[src/rtl/artec_axis_arb_packer.sv]
// artec_axis_arb_packer: round-robin AXI-Stream arbiter that grants one whole packet
// at a time and packs IN_DW-bit beats into OUT_DW-bit words tagged with the source
// channel. A packet longer than MAX_BEATS is cut, and err_trunc pulses once for the cut.
module artec_axis_arb_packer #(
    parameter int unsigned NCH       = 6,
    parameter int unsigned IN_DW     = 64,
    parameter int unsigned OUT_DW    = 128,
    parameter int unsigned UW        = 5,
    parameter int unsigned MAX_BEATS = 256,
    parameter int unsigned CW        = (NCH > 1) ? $clog2(NCH) : 1
) (
    input  logic                    i_clk,
    input  logic                    i_rstn,
    input  logic                    i_en,
    input  logic [NCH-1:0]          i_s_tvalid,
    output logic [NCH-1:0]          o_s_tready,
    input  logic [NCH*IN_DW-1:0]    i_s_tdata,
    input  logic [NCH*IN_DW/8-1:0]  i_s_tkeep,
    input  logic [NCH*UW-1:0]       i_s_tuser,
    input  logic [NCH-1:0]          i_s_tlast,
    output logic                    o_m_tvalid,
    input  logic                    i_m_tready,
    output logic [OUT_DW-1:0]       o_m_tdata,
    output logic [OUT_DW/8-1:0]     o_m_tkeep,
    output logic [UW-1:0]           o_m_tuser,
    output logic [CW-1:0]           o_m_tid,
    output logic                    o_m_tlast,
    output logic                    o_err_trunc,
    output logic [CW-1:0]           o_err_ch
);

    localparam int unsigned RATIO = OUT_DW / IN_DW;
    localparam int unsigned IN_KW = IN_DW / 8;
    localparam int unsigned LCW   = (RATIO > 1) ? $clog2(RATIO) : 1;
    localparam int unsigned BCW   = $clog2(MAX_BEATS + 1);

    typedef enum logic {StIdle, StXfer} state_e;

    state_e                r_state;
    logic [CW-1:0]         r_grant;
    logic [CW-1:0]         r_rr_ptr;
    logic [LCW-1:0]        r_lc;
    logic [BCW-1:0]        r_bc;
    logic                  r_m_tvalid;
    logic [OUT_DW-1:0]     r_m_tdata;
    logic [OUT_DW/8-1:0]   r_m_tkeep;
    logic [UW-1:0]         r_m_tuser;
    logic [CW-1:0]         r_m_tid;
    logic                  r_m_tlast;
    logic                  r_err_trunc;
    logic [CW-1:0]         r_err_ch;

    logic                  w_req_any;
    logic [CW-1:0]         w_next_ch;
    logic [CW-1:0]         w_idx;
    logic                  w_room;
    logic                  w_accept;
    logic [IN_DW-1:0]      w_g_data;
    logic [IN_KW-1:0]      w_g_keep;
    logic [UW-1:0]         w_g_user;
    logic                  w_g_last;
    logic                  w_trunc_pt;
    logic                  w_eff_last;
    logic                  w_complete;
    logic [OUT_DW-1:0]     w_data_nxt;
    logic [OUT_DW/8-1:0]   w_keep_nxt;

    // Round-robin pick: nearest requesting channel strictly after r_rr_ptr.
    // Walk the distance downwards so the closest request is the last one written.
    always_comb begin
        w_req_any = 1'b0;
        w_next_ch = r_rr_ptr;
        w_idx     = '0;
        for (int i = NCH; i >= 1; i--) begin
            w_idx = CW'((int'(r_rr_ptr) + i) % NCH);
            if (i_s_tvalid[w_idx]) begin
                w_req_any = 1'b1;
                w_next_ch = w_idx;
            end
        end
    end

    // Select the granted channel's beat and decide whether it ends a word or a packet.
    always_comb begin
        w_room     = !r_m_tvalid || i_m_tready;
        w_accept   = (r_state == StXfer) && i_s_tvalid[r_grant] && w_room;
        w_g_data   = i_s_tdata[int'(r_grant) * IN_DW +: IN_DW];
        w_g_keep   = i_s_tkeep[int'(r_grant) * IN_KW +: IN_KW];
        w_g_user   = i_s_tuser[int'(r_grant) * UW +: UW];
        w_g_last   = i_s_tlast[r_grant];
        w_trunc_pt = (r_bc == BCW'(MAX_BEATS - 1));
        w_eff_last = w_g_last || w_trunc_pt;
        w_complete = (r_lc == LCW'(RATIO - 1)) || w_eff_last;
    end

    // Lane merge; the first beat of a word wipes the stale word so unfilled lanes read 0.
    always_comb begin
        w_data_nxt = (r_lc == '0) ? '0 : r_m_tdata;
        w_keep_nxt = (r_lc == '0) ? '0 : r_m_tkeep;
        w_data_nxt[int'(r_lc) * IN_DW +: IN_DW] = w_g_data;
        w_keep_nxt[int'(r_lc) * IN_KW +: IN_KW] = w_g_keep;
    end

    // Only the granted channel sees ready, and only while the output register can take a beat.
    always_comb begin
        o_s_tready = '0;
        if (r_state == StXfer) begin
            o_s_tready[r_grant] = w_room;
        end
    end

    // Arbitration FSM, packing counters and registered outputs.
    always_ff @(posedge i_clk or negedge i_rstn) begin
        if (!i_rstn) begin
            r_state     <= StIdle;
            r_grant     <= '0;
            r_rr_ptr    <= CW'(NCH - 1);
            r_lc        <= '0;
            r_bc        <= '0;
            r_m_tvalid  <= 1'b0;
            r_m_tdata   <= '0;
            r_m_tkeep   <= '0;
            r_m_tuser   <= '0;
            r_m_tid     <= '0;
            r_m_tlast   <= 1'b0;
            r_err_trunc <= 1'b0;
            r_err_ch    <= '0;
        end else begin
            r_err_trunc <= 1'b0;
            if (r_m_tvalid && i_m_tready) begin
                r_m_tvalid <= 1'b0;
            end
            case (r_state)
                StIdle: begin
                    if (i_en && w_req_any) begin
                        r_grant  <= w_next_ch;
                        r_rr_ptr <= w_next_ch;
                        r_state  <= StXfer;
                    end
                end
                StXfer: begin
                    if (w_accept) begin
                        r_m_tdata <= w_data_nxt;
                        r_m_tkeep <= w_keep_nxt;
                        if (w_complete) begin
                            // Set after the drain above, so a word can leave and arrive together.
                            r_m_tvalid <= 1'b1;
                            r_lc       <= '0;
                            r_m_tid    <= r_grant;
                            r_m_tlast  <= w_eff_last;
                            r_m_tuser  <= w_g_user;
                        end else begin
                            r_lc <= r_lc + 1'b1;
                        end
                        if (w_eff_last) begin
                            r_bc    <= '0;
                            r_state <= StIdle;
                        end else begin
                            r_bc <= r_bc + 1'b1;
                        end
                        if (w_trunc_pt && !w_g_last) begin
                            r_err_trunc <= 1'b1;
                            r_err_ch    <= r_grant;
                        end
                    end
                end
                default: r_state <= StIdle;
            endcase
        end
    end

    assign o_m_tvalid  = r_m_tvalid;
    assign o_m_tdata   = r_m_tdata;
    assign o_m_tkeep   = r_m_tkeep;
    assign o_m_tuser   = r_m_tuser;
    assign o_m_tid     = r_m_tid;
    assign o_m_tlast   = r_m_tlast;
    assign o_err_trunc = r_err_trunc;
    assign o_err_ch    = r_err_ch;

endmodule

[config.mk]
export PLATFORM = sky130hd
export DESIGN_NAME = artec_axis_arb_packer
export DESIGN_NICKNAME = d
export VERILOG_FILES = /design/src/rtl/artec_axis_arb_packer.sv
export SDC_FILE = /design/constraint.sdc
export NUM_CORES = 1
export LEC_CHECK = 0
export CORE_AREA = 3 3 248 250
export DETAILED_ROUTE_END_ITERATION = 7
export DIE_AREA = 0 0 251 253
export HOLD_SLACK_MARGIN = 0.03
export SYNTH_ARGS = -nofsm -noshare
export SYNTH_HDL_FRONTEND = slang
export SYNTH_SLANG_ARGS = --single-unit
export TNS_END_PERCENT = 30
[constraint.sdc]
create_clock -name i_clk -period 4.7 [get_ports i_clk]
set_input_delay 0.94 -clock i_clk [delete_from_list [all_inputs] [get_ports i_clk]]
set_output_delay 0.94 -clock i_clk [all_outputs]
set_load 0.02 [all_outputs]
==> impl_metrics.prom <==
# TYPE chip_impl_metric gauge
chip_impl_metric{name="yosys_register_bits",unit=""} 174
chip_impl_metric{name="fp-row-count",unit=""} 89
chip_impl_metric{name="number_of_inserted_diodes",unit=""} 0
chip_impl_info{name="layout.cells.most_common",value="clkdlybuf4s50_1"} 1
chip_impl_metric{name="grt_pass1_wl",unit="um"} 73000
chip_impl_metric{name="initialDrtViolationCount",unit=""} 547
chip_impl_metric{name="share_of_total_power_consumed_by_net_switching",unit=""} 0.469
chip_impl_metric{name="totalNegativeSetupSlack",unit="ns"} 0
chip_impl_metric{name="post_cts_resized",unit=""} 0
chip_impl_metric{name="grt_antenna_before_repair",unit=""} 0
chip_impl_metric{name="clockPowerShare",unit=""} 0.120
chip_impl_metric{name="synth-async-reset-ratio",unit=""} 1.00
chip_impl_metric{name="cts_made_buffers",unit=""} 17
chip_impl_metric{name="power.static_leakage",unit="nW"} 7.84
chip_impl_metric{name="finalCoreUtilization",unit=""} 0.322
chip_impl_metric{name="synth_area_per_cell",unit="um^2"} 9.24
chip_impl_metric{name="post_synth_inst_count",unit=""} 1231
chip_impl_metric{name="synth_seq_area_share",unit=""} 0.383
chip_impl_metric{name="clockBufferDepth",unit=""} 2
chip_impl_metric{name="global_route.usage.met1",unit=""} 0.167
chip_impl_metric{name="hold_ws",unit="ns"} 0.465
chip_impl_info{name="critical_path.startpoint_type",value="register"} 1
chip_impl_metric{name="cts.sink_count",unit=""} 174
chip_impl_metric{name="count_of_vias_placed_by_the_detailed_router",unit=""} 11870
chip_impl_info{name="grt.busiest_layer",value="met2"} 1
chip_impl_metric{name="syn_nets",unit=""} 1721
chip_impl_metric{name="global_route.usage.total",unit=""} 0.150
chip_impl_metric{name="grt_remaining_overflow",unit=""} 0
chip_impl_metric{name="grt_start_max_net_pins",unit=""} 95
chip_impl_metric{name="proportion_of_layout_cells_with_a_drive_suffix_above_1",unit=""} 0.125
chip_impl_metric{name="timing_max_transition_violations_final",unit=""} 0
chip_impl_metric{name="switchingPower",unit="mW"} 5.90
chip_impl_metric{name="io_buffers",unit=""} 641
chip_impl_metric{name="netlist.area_leader.share",unit=""} 0.378
chip_impl_metric{name="drcViolationCount",unit=""} 0
chip_impl_metric{name="finalWeightedCongestion",unit=""} 0.860
chip_impl_metric{name="global_route.usage.met2",unit=""} 0.268
chip_impl_info{name="critical_path_end_type",value="primary output"} 1
chip_impl_metric{name="hpwl",unit="um"} 38600
chip_impl_info{name="tritoncts",value="done"} 1
chip_impl_info{name="post_synth_main_area_contributors",value="dfrtp_1 38%, mux2_2 15%, mux2i_1 7.7%"} 1
chip_impl_metric{name="critical_path_required",unit="ns"} 3.76
chip_impl_metric{name="fp.coreArea",unit="um^2"} 59200
chip_impl_metric{name="timing.critical_path.fanout_max",unit=""} 76
chip_impl_metric{name="finClkSkew",unit="ns"} 0.0125
chip_impl_metric{name="avgViaCountPerCell",unit=""} 4.60
chip_impl_metric{name="final_period_minus_worst_setup_slack",unit="ns"} 4.05
chip_impl_metric{name="cts.hold.buffers_added",unit=""} 0
chip_impl_metric{name="finalHoldViolations",unit=""} 0
chip_impl_info{name="run_status",value="complete, no violations"} 1
chip_impl_info{name="timing.hold.worst.class",value="reg2reg"} 1
chip_impl_metric{name="worst_setup_hold_path_clk_slew",unit="ns"} 0.07
chip_impl_info{name="crit_type",value="reg2out"} 1
chip_impl_metric{name="floorplan.initialDensity",unit=""} 0.192
chip_impl_metric{name="tightest_slew",unit="ns"} 1.02
chip_impl_info{name="grt_setup_unrepaired",value="no"} 1
chip_impl_metric{name="final_nets",unit=""} 2284
chip_impl_metric{name="die_height",unit="um"} 253
chip_impl_metric{name="routed_wl",unit="um"} 49700
chip_impl_metric{name="crit_arrival",unit="ns"} 3.11
chip_impl_metric{name="syn-cell-area",unit="um^2"} 11400
chip_impl_metric{name="first_pass_iters",unit=""} 5
chip_impl_metric{name="area_delta_synth_final",unit="%"} 67.7
chip_impl_metric{name="io_pins",unit=""} 642
chip_impl_info{name="r2r_start",value="r_rr_ptr[0]"} 1
chip_impl_metric{name="max_cap_viol_count",unit=""} 0
chip_impl_metric{name="seq_power_share",unit=""} 0.228
chip_impl_metric{name="clk_latency",unit="ns"} 0.47
chip_impl_metric{name="power_density",unit="nW/um^2"} 659
chip_impl_metric{name="synth_enable_flop_cells",unit=""} 0
chip_impl_metric{name="synth_cell_types",unit=""} 63
chip_impl_metric{name="achievable-frequency",unit="MHz"} 247
chip_impl_info{name="postSynth.topFlopCell",value="dfrtp_1"} 1
chip_impl_metric{name="power_report.internal_total",unit="mW"} 6.68
chip_impl_metric{name="met3_usage",unit=""} 0.0455
chip_impl_metric{name="synth-warning-count",unit=""} 0
chip_impl_info{name="layout_common_cells",value="640 x clkdlybuf4s50_1, 172 x nand2_1, 168 x dfrtp_1, 156 x a21oi_1, 147 x mux2_2"} 1
chip_impl_info{name="crit_startpoint",value="r_grant[1]"} 1
chip_impl_metric{name="fin_crit_sh",unit=""} 0.863
chip_impl_metric{name="die_x_extent",unit="um"} 251
chip_impl_info{name="cell_taking_the_most_area_after_synthesis",value="dfrtp_1"} 1
chip_impl_metric{name="total_of_fill_cells_in_the_finished_design",unit=""} 6092
chip_impl_metric{name="detail-route-antenna-nets",unit=""} 0
chip_impl_info{name="min_from",value="o_m_tdata[97]"} 1
chip_impl_metric{name="die-area",unit="um^2"} 63500
chip_impl_metric{name="htreeDepth",unit=""} 4
chip_impl_metric{name="postCtsSetupRepairBufs",unit=""} 0
chip_impl_info{name="clockRootBuffer",value="clkbuf_16"} 1
chip_impl_metric{name="setup_viol_count_final",unit=""} 0
chip_impl_metric{name="first_global_vias",unit=""} 12264
chip_impl_metric{name="worst_ir_drop_vdd",unit="mV"} 0.292
chip_impl_metric{name="routed_wire_length_per_instance",unit="um"} 19.3
chip_impl_metric{name="comb_power_share",unit=""} 0.652
chip_impl_metric{name="slew_headroom",unit=""} 0.323
-- power groups by stage --
stage / clock network, mW / registers (mW) / logic [mW]
3_3_place_gp: 0 / 2.88 / 8.18
2_1_floorplan: 0 / 3.29 / 4.61
4_1_cts: 1.58 / 2.89 / 8.32
3_5_place_dp: 0 / 2.91 / 8.30
6_report: 1.51 / 2.87 / 8.20
5_1_grt: 1.64 / 2.98 / 8.87
-- worst paths after layout --
check | to | slack [ns] | cells after the start
max | o_s_tready[3] | 0.65 | 4
min | o_m_tdata[97] | 0.46 | 2
max reg2reg | r_grant[1] | 1.25 | 12
min reg2reg | o_m_tdata[97] | 0.46 | 2
max in group asynchronous | r_grant[2] | 3.11 | 2
min in group asynchronous | o_m_tdata[55] | 0.48 | 1
-- sequential cells by signal (all words and copies together), names as in the netlist --
name and cells:
o_err_ch 3, o_err_trunc 1, o_m_tdata 128, o_m_tid 3
o_m_tkeep 16, o_m_tlast 1, o_m_tuser 5, o_m_tvalid 1
r_bc 9, r_grant 3, r_lc 1, r_rr_ptr 2
r_state 1
-- synth_stat cells, types with 3 or more instances --
| library cell | count |
|---|---|
| buf_1 | 19 |
| nand3_1 | 78 |
| o21ai_0 | 16 |
| nor3_1 | 5 |
| ha_1 | 12 |
| nand2b_1 | 6 |
| mux2_2 | 147 |
| a21o_1 | 3 |
| o21a_1 | 3 |
| a221oi_1 | 74 |
| xnor2_1 | 3 |
| and2_1 | 3 |
| mux2_1 | 6 |
| xor2_1 | 3 |
| inv_1 | 11 |
| o22ai_1 | 4 |
| buf_2 | 22 |
| a21oi_2 | 3 |
| dfrtp_1 | 172 |
| mux2i_1 | 88 |
| nor2b_1 | 3 |
| nand2_1 | 172 |
| mux4_2 | 6 |
| o211ai_1 | 4 |
| a21oi_1 | 156 |
| nor2_1 | 95 |
| clkbuf_1 | 68 |
| and3_1 | 4 |
-- through the flow --
step	worst slack [ns]	total power, mW	area (um^2)	instances
detailed placement	0.435	11.2	18500	2548
global placement	0.524	11.1	18500	2548
finish	0.646	12.6	19100	2580
global route	0.441	13.5	19100	2580
CTS	0.553	12.8	19100	2580
floorplan	1.32	7.89	11400	1231
-- kinds of logic after synthesis --
family,count (synthesis),synth area share
XOR/XNOR,8,0.00847
AO/OA/AOI/OAI,285,0.165
adder cells (fa/ha/maj),12,0.0132
AND/OR/NAND/NOR,380,0.142
buffers and inverters,123,0.0454
flip-flops,174,0.383
multiplexers,249,0.243
-- area by class of cell --
type	instances	area, um^2	share of cell area
Clock buffer	24	482	0.0253
Sequential cell	174	4370	0.229
Inverter	11	43.8	0.00230
Multi-Input combinational cell	934	6520	0.342
Tap cell	773	967	0.0507
Clock inverter	8	131	0.00689
Timing Repair Buffer	656	6560	0.344
-- critical path, cell delays in order (launching register included) --
cell and delay (ns):
dfrtp_4 0.53, buf_4 0.77, nand2b_1 0.42, nor3_1 0.24
clkdlybuf4s50_1 0.66
-- layer usage --
layer | up-vias | wire length (um)
met5 | - | 0
met4 | 0 | 1490
met3 | 66 | 3820
li1 | 5591 | -
met2 | 518 | 25100
met1 | 5695 | 19300
Power figures use the tool's default switching activity.
